**src/rtl/wt_wbuf_pkg.sv**
```systemverilog
// Shared types and default sizing for the write-through dcache store write buffer.
package wt_wbuf_pkg;

  localparam int unsigned WBUF_XLEN  = 32;
  localparam int unsigned WBUF_DEPTH = 8;
  localparam int unsigned WBUF_TID_W = 2;

  typedef enum logic [1:0] {
    FREE = 2'd0,
    PEND = 2'd1,
    SENT = 2'd2,
    DONE = 2'd3
  } wbuf_state_e;

  typedef struct packed {
    logic [WBUF_XLEN-3:0]  waddr;
    logic [31:0]           data;
    logic [3:0]            be;
    logic [WBUF_TID_W-1:0] tid;
    wbuf_state_e           state;
  } wbuf_entry_t;

  // Byte-lane merge: lanes with be set take new_d, the rest keep old_d.
  function automatic logic [31:0] merge_bytes(input logic [31:0] old_d,
                                              input logic [31:0] new_d,
                                              input logic [3:0]  be);
    merge_bytes = old_d;
    for (int b = 0; b < 4; b++) begin
      if (be[b]) merge_bytes[8*b +: 8] = new_d[8*b +: 8];
    end
  endfunction

endpackage

```
**src/rtl/wt_wbuf_tid_alloc.sv**
```systemverilog
// Free-TID bitmap with lowest-free priority encoder for outstanding memory writes.
module wt_wbuf_tid_alloc
  import wt_wbuf_pkg::*;
#(
  parameter int unsigned TID_W = WBUF_TID_W
) (
  input  logic                  clk_i,
  input  logic                  rst_ni,
  input  logic                  set_i,
  input  logic [TID_W-1:0]      set_id_i,
  input  logic                  clr_i,
  input  logic [TID_W-1:0]      clr_id_i,
  output logic [TID_W-1:0]      free_id_o,
  output logic                  any_free_o,
  output logic [(1<<TID_W)-1:0] busy_o
);

  localparam int unsigned NTID = 1 << TID_W;

  logic [NTID-1:0] free_q;

  always_ff @(posedge clk_i or negedge rst_ni) begin
    if (!rst_ni) begin
      free_q <= '1;
    end else begin
      if (set_i) free_q[set_id_i] <= 1'b0;
      if (clr_i) free_q[clr_id_i] <= 1'b1;
    end
  end

  // Scan from the top so the lowest free index wins.
  always_comb begin
    free_id_o = '0;
    for (int i = NTID - 1; i >= 0; i--) begin
      if (free_q[i]) free_id_o = TID_W'(i);
    end
  end

  assign any_free_o = |free_q;
  assign busy_o     = ~free_q;

endmodule

```
**src/rtl/wt_dcache_store_wbuf.sv**
```systemverilog
// Store write buffer: coalesces same-word stores, issues in order, frees in order on ack.
//
// state | meaning
// FREE  | slot unused
// PEND  | holds a store not yet sent to memory; youngest PEND slot may coalesce
// SENT  | request handed to memory, waiting for ack on its tid
// DONE  | acked, waiting for older slots so it can be freed in order
module wt_dcache_store_wbuf
  import wt_wbuf_pkg::*;
#(
  parameter int unsigned XLEN  = WBUF_XLEN,
  parameter int unsigned DEPTH = WBUF_DEPTH,
  parameter int unsigned TID_W = WBUF_TID_W
) (
  input  logic             clk_i,
  input  logic             rst_ni,
  input  logic             st_valid_i,
  output logic             st_ready_o,
  input  logic [XLEN-1:0]  st_addr_i,
  input  logic [31:0]      st_data_i,
  input  logic [3:0]       st_be_i,
  input  logic [XLEN-1:0]  chk_addr_i,
  output logic             chk_hit_o,
  output logic             mem_req_valid_o,
  input  logic             mem_req_ready_i,
  output logic [XLEN-1:0]  mem_addr_o,
  output logic [31:0]      mem_data_o,
  output logic [3:0]       mem_be_o,
  output logic [TID_W-1:0] mem_tid_o,
  input  logic             mem_ack_i,
  input  logic [TID_W-1:0] mem_ack_tid_i,
  output logic             empty_o,
  output logic             full_o
);

  localparam int unsigned PTR_W = $clog2(DEPTH);
  localparam int unsigned CNT_W = PTR_W + 1;
  localparam int unsigned NTID  = 1 << TID_W;

  wbuf_entry_t ent_q [DEPTH];

  logic [PTR_W-1:0] wr_ptr_q, iss_ptr_q, rd_ptr_q, young_ptr;
  logic [CNT_W-1:0] cnt_q, n_free;
  logic [DEPTH-1:0] done_eff, free_mask;
  logic [XLEN-3:0]  st_waddr, chk_waddr;

  logic             hold_q;
  logic [TID_W-1:0] hold_tid_q;
  logic [TID_W-1:0] free_tid, req_tid;
  logic             any_tid_free;
  logic [NTID-1:0]  tid_busy;

  logic issue_fire, coal_ok, st_fire, do_coal, do_alloc, ack_ok;
  logic unused_addr_lsb;

  assign unused_addr_lsb = ^{st_addr_i[1:0], chk_addr_i[1:0]};

  assign st_waddr  = st_addr_i[XLEN-1:2];
  assign chk_waddr = chk_addr_i[XLEN-1:2];
  assign young_ptr = wr_ptr_q - 1'b1;

  assign full_o  = (cnt_q == CNT_W'(DEPTH));
  assign empty_o = (cnt_q == '0);

  wt_wbuf_tid_alloc #(.TID_W(TID_W)) u_tid_alloc (
    .clk_i      (clk_i),
    .rst_ni     (rst_ni),
    .set_i      (issue_fire),
    .set_id_i   (req_tid),
    .clr_i      (ack_ok),
    .clr_id_i   (mem_ack_tid_i),
    .free_id_o  (free_tid),
    .any_free_o (any_tid_free),
    .busy_o     (tid_busy)
  );

  // A stalled request keeps its tid even if an ack frees a lower one meanwhile.
  assign req_tid         = hold_q ? hold_tid_q : free_tid;
  assign mem_req_valid_o = (ent_q[iss_ptr_q].state == PEND) && any_tid_free;
  assign mem_addr_o      = {ent_q[iss_ptr_q].waddr, 2'b00};
  assign mem_data_o      = ent_q[iss_ptr_q].data;
  assign mem_be_o        = ent_q[iss_ptr_q].be;
  assign mem_tid_o       = req_tid;
  assign issue_fire      = mem_req_valid_o && mem_req_ready_i;

  assign coal_ok = (ent_q[young_ptr].state == PEND) &&
                   (ent_q[young_ptr].waddr == st_waddr) &&
                   !(issue_fire && (iss_ptr_q == young_ptr));

  assign st_ready_o = !full_o || coal_ok;
  assign st_fire    = st_valid_i && st_ready_o;
  assign do_coal    = st_fire && coal_ok;
  assign do_alloc   = st_fire && !coal_ok;
  assign ack_ok     = mem_ack_i && tid_busy[mem_ack_tid_i];

  always_comb begin
    done_eff = '0;
    for (int i = 0; i < DEPTH; i++) begin
      done_eff[i] = (ent_q[i].state == DONE) ||
                    ((ent_q[i].state == SENT) && ack_ok && (ent_q[i].tid == mem_ack_tid_i));
    end
  end

  // Free the unbroken run of completed entries starting at the oldest.
  always_comb begin
    logic             run;
    logic [PTR_W-1:0] idx;
    free_mask = '0;
    n_free    = '0;
    run       = 1'b1;
    idx       = rd_ptr_q;
    for (int k = 0; k < DEPTH; k++) begin
      idx = rd_ptr_q + PTR_W'(k);
      if (run && done_eff[idx]) begin
        free_mask[idx] = 1'b1;
        n_free         = n_free + 1'b1;
      end else begin
        run = 1'b0;
      end
    end
  end

  always_comb begin
    chk_hit_o = 1'b0;
    for (int i = 0; i < DEPTH; i++) begin
      if ((ent_q[i].state != FREE) && (ent_q[i].waddr == chk_waddr)) chk_hit_o = 1'b1;
    end
  end

  always_ff @(posedge clk_i or negedge rst_ni) begin
    if (!rst_ni) begin
      for (int i = 0; i < DEPTH; i++) ent_q[i] <= '0;
    end else begin
      for (int i = 0; i < DEPTH; i++) begin
        if (free_mask[i]) begin
          ent_q[i].state <= FREE;
        end else if (done_eff[i] && (ent_q[i].state == SENT)) begin
          ent_q[i].state <= DONE;
        end
        if (issue_fire && (iss_ptr_q == PTR_W'(i))) begin
          ent_q[i].state <= SENT;
          ent_q[i].tid   <= req_tid;
        end
        if (do_alloc && (wr_ptr_q == PTR_W'(i))) begin
          ent_q[i] <= '{waddr: st_waddr, data: st_data_i, be: st_be_i, tid: '0, state: PEND};
        end
        if (do_coal && (young_ptr == PTR_W'(i))) begin
          ent_q[i].be   <= ent_q[i].be | st_be_i;
          ent_q[i].data <= merge_bytes(ent_q[i].data, st_data_i, st_be_i);
        end
      end
    end
  end

  always_ff @(posedge clk_i or negedge rst_ni) begin
    if (!rst_ni) begin
      wr_ptr_q   <= '0;
      iss_ptr_q  <= '0;
      rd_ptr_q   <= '0;
      cnt_q      <= '0;
      hold_q     <= 1'b0;
      hold_tid_q <= '0;
    end else begin
      wr_ptr_q  <= wr_ptr_q + PTR_W'(do_alloc);
      iss_ptr_q <= iss_ptr_q + PTR_W'(issue_fire);
      rd_ptr_q  <= rd_ptr_q + n_free[PTR_W-1:0];
      cnt_q     <= cnt_q + CNT_W'(do_alloc) - n_free;
      if (issue_fire) begin
        hold_q <= 1'b0;
      end else if (mem_req_valid_o) begin
        hold_q     <= 1'b1;
        hold_tid_q <= req_tid;
      end
    end
  end

  ack_tid_busy_a: assert property (@(posedge clk_i) disable iff (!rst_ni)
    mem_ack_i |-> tid_busy[mem_ack_tid_i]);

endmodule
```
**config.mk**
```make
export PLATFORM = sky130hd
export DESIGN_NAME = wt_dcache_store_wbuf
export DESIGN_NICKNAME = d
export VERILOG_FILES = /design/src/rtl/wt_wbuf_pkg.sv /design/src/rtl/wt_wbuf_tid_alloc.sv /design/src/rtl/wt_dcache_store_wbuf.sv
export SDC_FILE = /design/constraint.sdc
export NUM_CORES = 2
export LEC_CHECK = 0
export BUFFER_PORTS_ARGS = -buffer_cell sky130_fd_sc_hd__buf_2
export CAP_MARGIN = 20
export CORE_MARGIN = 2
export CORE_UTILIZATION = 60
export DETAILED_ROUTE_END_ITERATION = 12
export PLACE_DENSITY = 0.78
export REMOVE_ABC_BUFFERS = 1
export SLEW_MARGIN = 15
export SYNTH_ARGS = -nofsm -noshare
export SYNTH_HDL_FRONTEND = slang
export SYNTH_SLANG_ARGS = --single-unit
```
**constraint.sdc**
```tcl
create_clock -name clk_i -period 8.2 [get_ports clk_i]
set_input_delay 0.41 -clock clk_i [delete_from_list [all_inputs] [get_ports clk_i]]
set_output_delay 0.41 -clock clk_i [all_outputs]
set_load 0.02 [all_outputs]
```
### Yosys cells after proc, flatten, opt, wreduce, memory -nomap -nowiden

Cells that the tools add are included.

* bitwise operators: 22
* multipliers: 0
* reduce and logical (&&, ||, !) cells: 165
* shift-type cells: 0
* multiplexer cells: 128
* div/mod/pow operators: 0
* $add $sub $neg: 20
* magnitude comparators: 22
* equal/unequal tests: 90

Operator list (number)
* 70-bit binary-select mux with 3-bit select: 2
* 40-bit 2-to-1 mux: 8
* 36-bit 2-to-1 mux: 8
* 70-bit 2-to-1 mux: 4
* 30-bit equality test: 9
* 8-bit 2-to-1 mux: 12
* 1-bit logical AND: 82
* 4-bit 2-to-1 mux: 17
* 2-bit AND reduction: 33
* 2-bit inequality test, second input constant: 32
* 8-bit bitwise OR: 7
* 2-bit nonzero test: 25
* 2-bit 2-to-1 mux: 21
* 1-bit 2-to-1 mux: 37
* 3-bit equality test, second input constant: 12
* 4-bit bitwise OR: 9
* 2-bit equality test, second input constant: 16
* 3-bit by 4-bit < comparator with 1-bit output, second input constant: 8
* 4-bit nonzero test: 8
* 4-bit by 1-bit adder with 4-bit output, second input constant: 7
* 1-bit binary-select mux with 3-bit select: 8
* 1-bit demux with 3-bit select: 8
* 3-bit by 1-bit >= comparator with 1-bit output, second input constant: 8
* 3-bit by 2-bit equality test with 1-bit output, second input constant: 6
* 27 further kinds: 60

* bits in latches: 0
* register bits: 580
* word-level logic and storage cells: 518
* RAM bits: 0
* output and inout bits: 75
* ROM bits: 0
* memories: 0

### Longest topological paths before layout

* depth in word-level cells: 28
* mapped depth: 34
* gate-level depth less buffers: 30

### Modules after synthesis

A second synthesis with hierarchy kept.

* cells, all modules: 2724
* area total of the unflattened synthesis: 33589.7 µm²

Modules (own cells, without submodules)
* wt_dcache_store_wbuf: instances 1, cells an instance 2701, area each 33367.0 µm²
* wt_wbuf_tid_alloc: instances 1, cells an instance 23, area each 222.7 µm²

### Worst setup path after synthesis

Ideal clock, no wire load.

* path type: flip-flop to flip-flop
* from: register rd_ptr_q[1]
* to: register cnt_q[3]
* arrival: 6774 ps
* cell stages (with the launch flop): 33
* library setup time: 125 ps
* period minus slack after synthesis: 6899 ps
* slack: 1301 ps
* buffers on the path: 4
* cell sequence: dfrtp_1 clkbuf_1 clkbuf_1 inv_1 ha_1 clkbuf_1 mux2_2 mux4_2 a32oi_1 buf_2 inv_1 ha_1 nor2_1 nor2_1 ha_1 mux2i_1 a21oi_1 ha_1 nand2_1 nand2_1 ha_1 mux2i_1 a21oi_1 ha_1 and3_1 xnor2_1 nor2_1 xor2_1 ha_1 ha_1 a21oi_1 xnor2_1 xnor2_1

* word-level cells in the longest chain between the ends: 18
* elaborated cells between the ends (all ways): 53

RTL lines
* from (decl): RTL line wt_dcache_store_wbuf.sv:42 `logic [PTR_W-1:0] wr_ptr_q, iss_ptr_q, rd_ptr_q, young_ptr;`
* from (signal assigned): RTL line wt_dcache_store_wbuf.sv:166 `rd_ptr_q <= rd_ptr_q + n_free[PTR_W-1:0];`
* 1-bit binary-select mux with 3-bit select or 3-bit by 1-bit adder with 3-bit output (tied branches): RTL line wt_dcache_store_wbuf.sv:114, wt_dcache_store_wbuf.sv:113
* 1-bit 2-to-1 mux (implied by the code) or 1-bit binary-select mux with 3-bit select (tied branches): RTL line wt_dcache_store_wbuf.sv:114 `if (run && done_eff[idx]) begin`
* 1-bit 2-to-1 mux: RTL line wt_dcache_store_wbuf.sv:114
* 4-bit by 1-bit adder with 4-bit output or 1-bit logical AND (tied branches): RTL line wt_dcache_store_wbuf.sv:116, wt_dcache_store_wbuf.sv:114
* 4-bit 2-to-1 mux or 1-bit 2-to-1 mux (tied branches): RTL line wt_dcache_store_wbuf.sv:114
* 4-bit by 1-bit adder with 4-bit output or 1-bit logical AND (tied branches): RTL line wt_dcache_store_wbuf.sv:116, wt_dcache_store_wbuf.sv:114
* 4-bit 2-to-1 mux or 1-bit 2-to-1 mux (tied branches): RTL line wt_dcache_store_wbuf.sv:114
* 4-bit by 1-bit adder with 4-bit output or 1-bit logical AND (tied branches): RTL line wt_dcache_store_wbuf.sv:116, wt_dcache_store_wbuf.sv:114
* (+2 left out)
* 4-bit 2-to-1 mux or 1-bit 2-to-1 mux (tied branches): RTL line wt_dcache_store_wbuf.sv:114
* 4-bit by 1-bit adder with 4-bit output or 1-bit logical AND (tied branches): RTL line wt_dcache_store_wbuf.sv:116, wt_dcache_store_wbuf.sv:114
* 4-bit 2-to-1 mux or 1-bit 2-to-1 mux (tied branches): RTL line wt_dcache_store_wbuf.sv:114
* 4-bit by 1-bit adder with 4-bit output or 1-bit logical AND (tied branches): RTL line wt_dcache_store_wbuf.sv:116, wt_dcache_store_wbuf.sv:114
* 4-bit 2-to-1 mux or 1-bit 2-to-1 mux (tied branches): RTL line wt_dcache_store_wbuf.sv:114
* 4-bit by 1-bit adder with 4-bit output or 1-bit logical AND (tied branches): RTL line wt_dcache_store_wbuf.sv:116, wt_dcache_store_wbuf.sv:114
* 4-bit 2-to-1 mux (*): RTL line wt_dcache_store_wbuf.sv:114
* 4-bit subtractor (*): RTL line wt_dcache_store_wbuf.sv:167 `cnt_q <= cnt_q + CNT_W'(do_alloc) - n_free;`
* to (signal assigned): RTL line wt_dcache_store_wbuf.sv:167
* to (decl): RTL line wt_dcache_store_wbuf.sv:43 `logic [CNT_W-1:0] cnt_q, n_free;`

Every way passes the cells marked *; elsewhere a longest branch is shown, timed or not. The select of a mux whose other input is x is not followed.
A chain may end at the register's enable or synchronous reset.

### Worst setup path after layout

* from: register u_tid_alloc.free_q[1]
* to: register cnt_q[3]

* word-level cells in the longest chain between the ends: 25
* elaborated cells between the ends (all ways): 85

RTL lines
* from (decl): RTL line wt_wbuf_tid_alloc.sv:20 `logic [NTID-1:0] free_q;`
* from (signal assigned): RTL line wt_wbuf_tid_alloc.sv:24 `free_q <= '1;`
* from (signal, indexed assignment): RTL line wt_wbuf_tid_alloc.sv:26 `if (set_i) free_q[set_id_i] <= 1'b0;`
* from (signal, indexed assignment): RTL line wt_wbuf_tid_alloc.sv:27 `if (clr_i) free_q[clr_id_i] <= 1'b1;`
* 4-bit inverter: RTL line wt_wbuf_tid_alloc.sv:40 `assign busy_o = ~free_q;`
* 1-bit binary-select mux with 2-bit select: RTL line wt_dcache_store_wbuf.sv:94 `assign ack_ok = mem_ack_i && tid_busy[mem_ack_tid_i];`
* 1-bit 2-to-1 mux (implied by the code): RTL line wt_dcache_store_wbuf.sv:94
* 1-bit logical AND: RTL line wt_dcache_store_wbuf.sv:94
* 1-bit logical AND (2 in a row): RTL line wt_dcache_store_wbuf.sv:100 `((ent_q[i].state == SENT) && ack_ok && (ent_q[i].tid == mem_ack_tid_i));`
* 1-bit logical OR: RTL line wt_dcache_store_wbuf.sv:99 `done_eff[i] = (ent_q[i].state == DONE) ||`
* 1-bit binary-select mux with 3-bit select: RTL line wt_dcache_store_wbuf.sv:114
* 1-bit 2-to-1 mux (implied by the code): RTL line wt_dcache_store_wbuf.sv:114
* (+8 left out)
* 4-bit 2-to-1 mux or 1-bit 2-to-1 mux (tied branches): RTL line wt_dcache_store_wbuf.sv:114
* 4-bit by 1-bit adder with 4-bit output or 1-bit logical AND (tied branches): RTL line wt_dcache_store_wbuf.sv:116, wt_dcache_store_wbuf.sv:114
* 4-bit 2-to-1 mux or 1-bit 2-to-1 mux (tied branches): RTL line wt_dcache_store_wbuf.sv:114
* 4-bit by 1-bit adder with 4-bit output or 1-bit logical AND (tied branches): RTL line wt_dcache_store_wbuf.sv:116, wt_dcache_store_wbuf.sv:114
* 4-bit 2-to-1 mux or 1-bit 2-to-1 mux (tied branches): RTL line wt_dcache_store_wbuf.sv:114
* 4-bit by 1-bit adder with 4-bit output or 1-bit logical AND (tied branches): RTL line wt_dcache_store_wbuf.sv:116, wt_dcache_store_wbuf.sv:114
* 4-bit 2-to-1 mux: RTL line wt_dcache_store_wbuf.sv:114
* 4-bit subtractor (*): RTL line wt_dcache_store_wbuf.sv:167

Marks and branches as above.

==> impl_results.md <==
- Critical path's most frequent cell: ha_1
- Tcrit/Tclk final: around 87%
- Post-route DRC: 0
- Core footprint: 0.0554 sq mm
- Power density over the cells: 493 mW/mm^2
- Slowest Stage Delay on Critical Path: 580 ps
- Achievable Freq: between 100 and 150 MHz
- Count of flip-flops with a built-in enable after synthesis: 0
- H-tree depth: 2
- Fin. max-slew vios: 0
- Share of power burned in combinational logic: 52.9%
- Gpl congestion: about 0.96
- Post-synth cell types: between 80 and 90
- CTS tree: built
- DIE AREA: a little under 0.06 sq mm
- Worst-Skew Late Latency: around 660 ps
- Min setup slack post-route: roughly 1100 ps
- All-layer global routing usage: approximately a third
- Yosys top cell area share: 42.7%
- Max-cap viol count: 0
- Reg area: 0.0145 sq mm
- Filler Cells Inserted: slightly below 4000
- Avg WL per Cell: approximately 29 um
- Top Metal Used: met5
- Pin count of the biggest net entering global routing: 209
- First-pass GRT wire length: 147000 um
- Asr flop ratio synth: 100%
- Layout cells sized above 1: 42.6%
- Average cell area after synthesis: 13.4 sq um
- Num CTS Buffers: a little over 60
- Cells after Synth: 2521
- Routed metal-1 wire length: 38600 um
- Final setup TNS: 0 ps
- Crit end category: flip-flop
- Sequential area share after synthesis: 43.0%
- CTS Root Cell: clkbuf_16
- Cell Int Power: 10.9 mW
- Met2 WL: approximately 45000 um
- Least-Margin Pin Slew: 1170 ps
- I/O Buffers: 175
- Clk pwr share: 16.1%
- Final Power: 18.3 mW
- Post-DP HPWL: 65300 um
- Vias in the first global route: 23400
- Fin crit period: between 7000 and 8000 ps
- CTS Buffer Depth: 3
- Via density: 6.73
- I/O pin cnt: 182
- Synth Register Bits: 580
- Number of DRC markers in iteration 0: 2448
- Cts repair resizes: 0
- Fraction of power spent switching nets: around two fifths
- Final setup vio count: 0
- Overall die width: 241 um
- Met3 wire len: 9290 um
- WP data required: slightly below 9000 ps
- Overflow after GRT: 0
- Placement Rows: 86
- Drt total wl: 97400 um
- Synth area leader: dfrtp_1
- Post-route ant nets: 0
- Final hold viol count: 0
- Synthesized cell area: 0.0338 sq mm
- CTS clk-pin slew, worst paths: around 70 ps
- LEAKAGE: 15.6 nW
- Slowest-stage cell, CP: dfstp_2
- Reg power frac: 31.1%
- Ys Warns: 0
- Slew headroom: 21.8%
- Dpl cells: 3266
- Worst VDD drop: 328 uV
- # Post-CTS Setup Buffers: 0
- Crit path max fanout: 18
- Startpoint Class: flip-flop
- DP Worst Slack: a little over 900 ps
- Sink Count: 580
- Net Sw Power: approximately 7.4 mW
- Final net count: between 2000 and 3000
- Final setup skew: about 31 ps
- Synthesis-to-layout area growth: 10.1%
- Multi-input gate area: between 0.015 and 0.02 sq mm
- Run status: complete, no violations
- Starting density of the core: 61.0%
- Die Y: ~240 um
- Via count: 22900
- Arr. time, crit path: 7690 ps
- Final cell count without fillers: ~3400
- DRT Pass-1 Iters: 5
- Setup CP Type: reg -> reg
- Initial antenna violation count: 21
- RSZ-0062 raised after global routing: no
- HP Class: in -> reg
- Top FF cell, synth: dfrtp_1
- Largest cells by area after synthesis: dfrtp_1, mux2_2, mux4_2
==> critical path, delay by kind of cell (launching register included) <==
family / cells / cell delay, ps
XOR/XNOR: 4 / 590
AO/OA/AOI/OAI: 6 / 1580
multiplexers: 5 / 1210
buffers and inverters: 2 / 410
adder cells (fa/ha/maj): 7 / 2040
AND/OR/NAND/NOR: 6 / 630
flip-flops: 1 / 580
==> flip-flops by register name, indices dropped and copies added, names as in the netlist <==
name and count:
cnt_q 4, ent_q 560, hold_q 1, hold_tid_q 2, iss_ptr_q 3, rd_ptr_q 3
u_tid_alloc.free_q 4, wr_ptr_q 3
==> cell usage in the layout, fill, tap and decap left out, drive strengths merged, types with 5 or more instances in the layout <==
cell       n
mux2i     51
mux4     200
bufinv     7
o2111ai   11
a21o      36
a22o      29
o31ai     10
nor4      49
a22oi     12
o21ai     35
o2bb2ai    5
o211ai    11
nor2      54
nor2b     11
o22ai      7
and2       6
clkinv    14
inv       34
nand2     49
nand3     24
dfrtp    576
xor2     109
nand4     46
a32oi      5
nand2b     6
a31oi      8
diode     15
a21oi     22
buf      216
clkbuf    91
or2       14
and3      11
nor3      10
mux2     571
xnor2    197
ha        27
==> path summary, 6_finish.rpt <==
kind | startpoint | end | slack [ps] | cells past startpoint
max reg2reg | u_tid_alloc.free_q[1]$_DFF_PN1_ | cnt_q[3]$_DFF_PN0_ | 1080 | 30
min | st_data_i[15] | ent_q[443]$_DFFE_PN0P_ | 80 | 2
max in group asynchronous | rst_ni | iss_ptr_q[0]$_DFF_PN0_ | 5490 | 4
max | u_tid_alloc.free_q[1]$_DFF_PN1_ | cnt_q[3]$_DFF_PN0_ | 1080 | 30
min reg2reg | ent_q[286]$_DFFE_PN0P_ | ent_q[286]$_DFFE_PN0P_ | 500 | 1
min in group asynchronous | rst_ni | ent_q[94]$_DFFE_PN0P_ | 480 | 2
==> through the flow <==
stage / area [sq um] / hold slack (ps) / utilization [%]
floorplan: 32800 / 114 / -
global placement: 35000 / 483 / 63.1
detailed placement: 35000 / 491 / 63.1
CTS: 37100 / 56.1 / 67.0
global route: 37200 / 74.9 / 67.1
finish: 37200 / 81.1 / 67.1
==> timing repair <==
action                                  CTS  global route
endpoints found under the hold margin   131             0
hold buffers                              1             0
endpoints found under the setup margin    0             0
==> power groups by stage <==
stage | sequential (mW) | combinational [mW] | clock, mW
after global placement | 5.53 | 9.34 | 0
after floorplan | 5.54 | 7.01 | 0
final | 5.70 | 9.70 | 2.95
after detailed placement | 5.69 | 9.49 | 0
after global routing | 5.88 | 10.2 | 3.09
after CTS | 5.66 | 9.57 | 2.96
==> metal layers <==
layer / global-route usage (%) / up-vias
met5: 0 / -
met4: 13.8 / 16
met3: 7.61 / 240
met2: 52.7 / 1146
met1: 46.9 / 12000
li1: - / 9512
==> cells by family (layout without fill, tap and decap cells) <==
logic type | Yosys count | in the layout | synth area share (%)
multiplexers | 822 | 822 | 34.5
XOR/XNOR | 307 | 307 | 8.02
adder cells (fa/ha/maj) | 29 | 29 | 1.12
AND/OR/NAND/NOR | 302 | 302 | 4.97
other | 1 | 17 | 0.0111
flip-flops | 580 | 580 | 43.0
buffers and inverters | 253 | 365 | 3.42
AO/OA/AOI/OAI | 227 | 227 | 4.99
==> area by class of cell <==
type | count | area share (%)
clock inverter | 22 | 1.01
multi-input combinational | 1689 | 48.8
timing repair buffer | 217 | 3.36
clock buffer | 91 | 4.78
sequential | 580 | 39.1
antenna | 15 | 0.101
tap | 748 | 2.52
inverter | 35 | 0.353
==> cell usage after synthesis (all sizes together), types with 7 or more instances <==
library cell	number
dfrtp	576
nor3	10
nand2	49
nor2b	11
ha	27
xor2	109
mux4	200
a31oi	8
or2	14
nor4	49
mux2i	51
inv	34
o2111ai	11
and3	11
a22oi	12
buf	127
clkbuf	91
o31ai	10
a22o	29
o22ai	7
nor2	54
o211ai	11
nand4	46
nand3	24
a21o	36
xnor2	197
a21oi	22
o21ai	35
mux2	571
No activity file was read; power rests on OpenSTA's default activity.
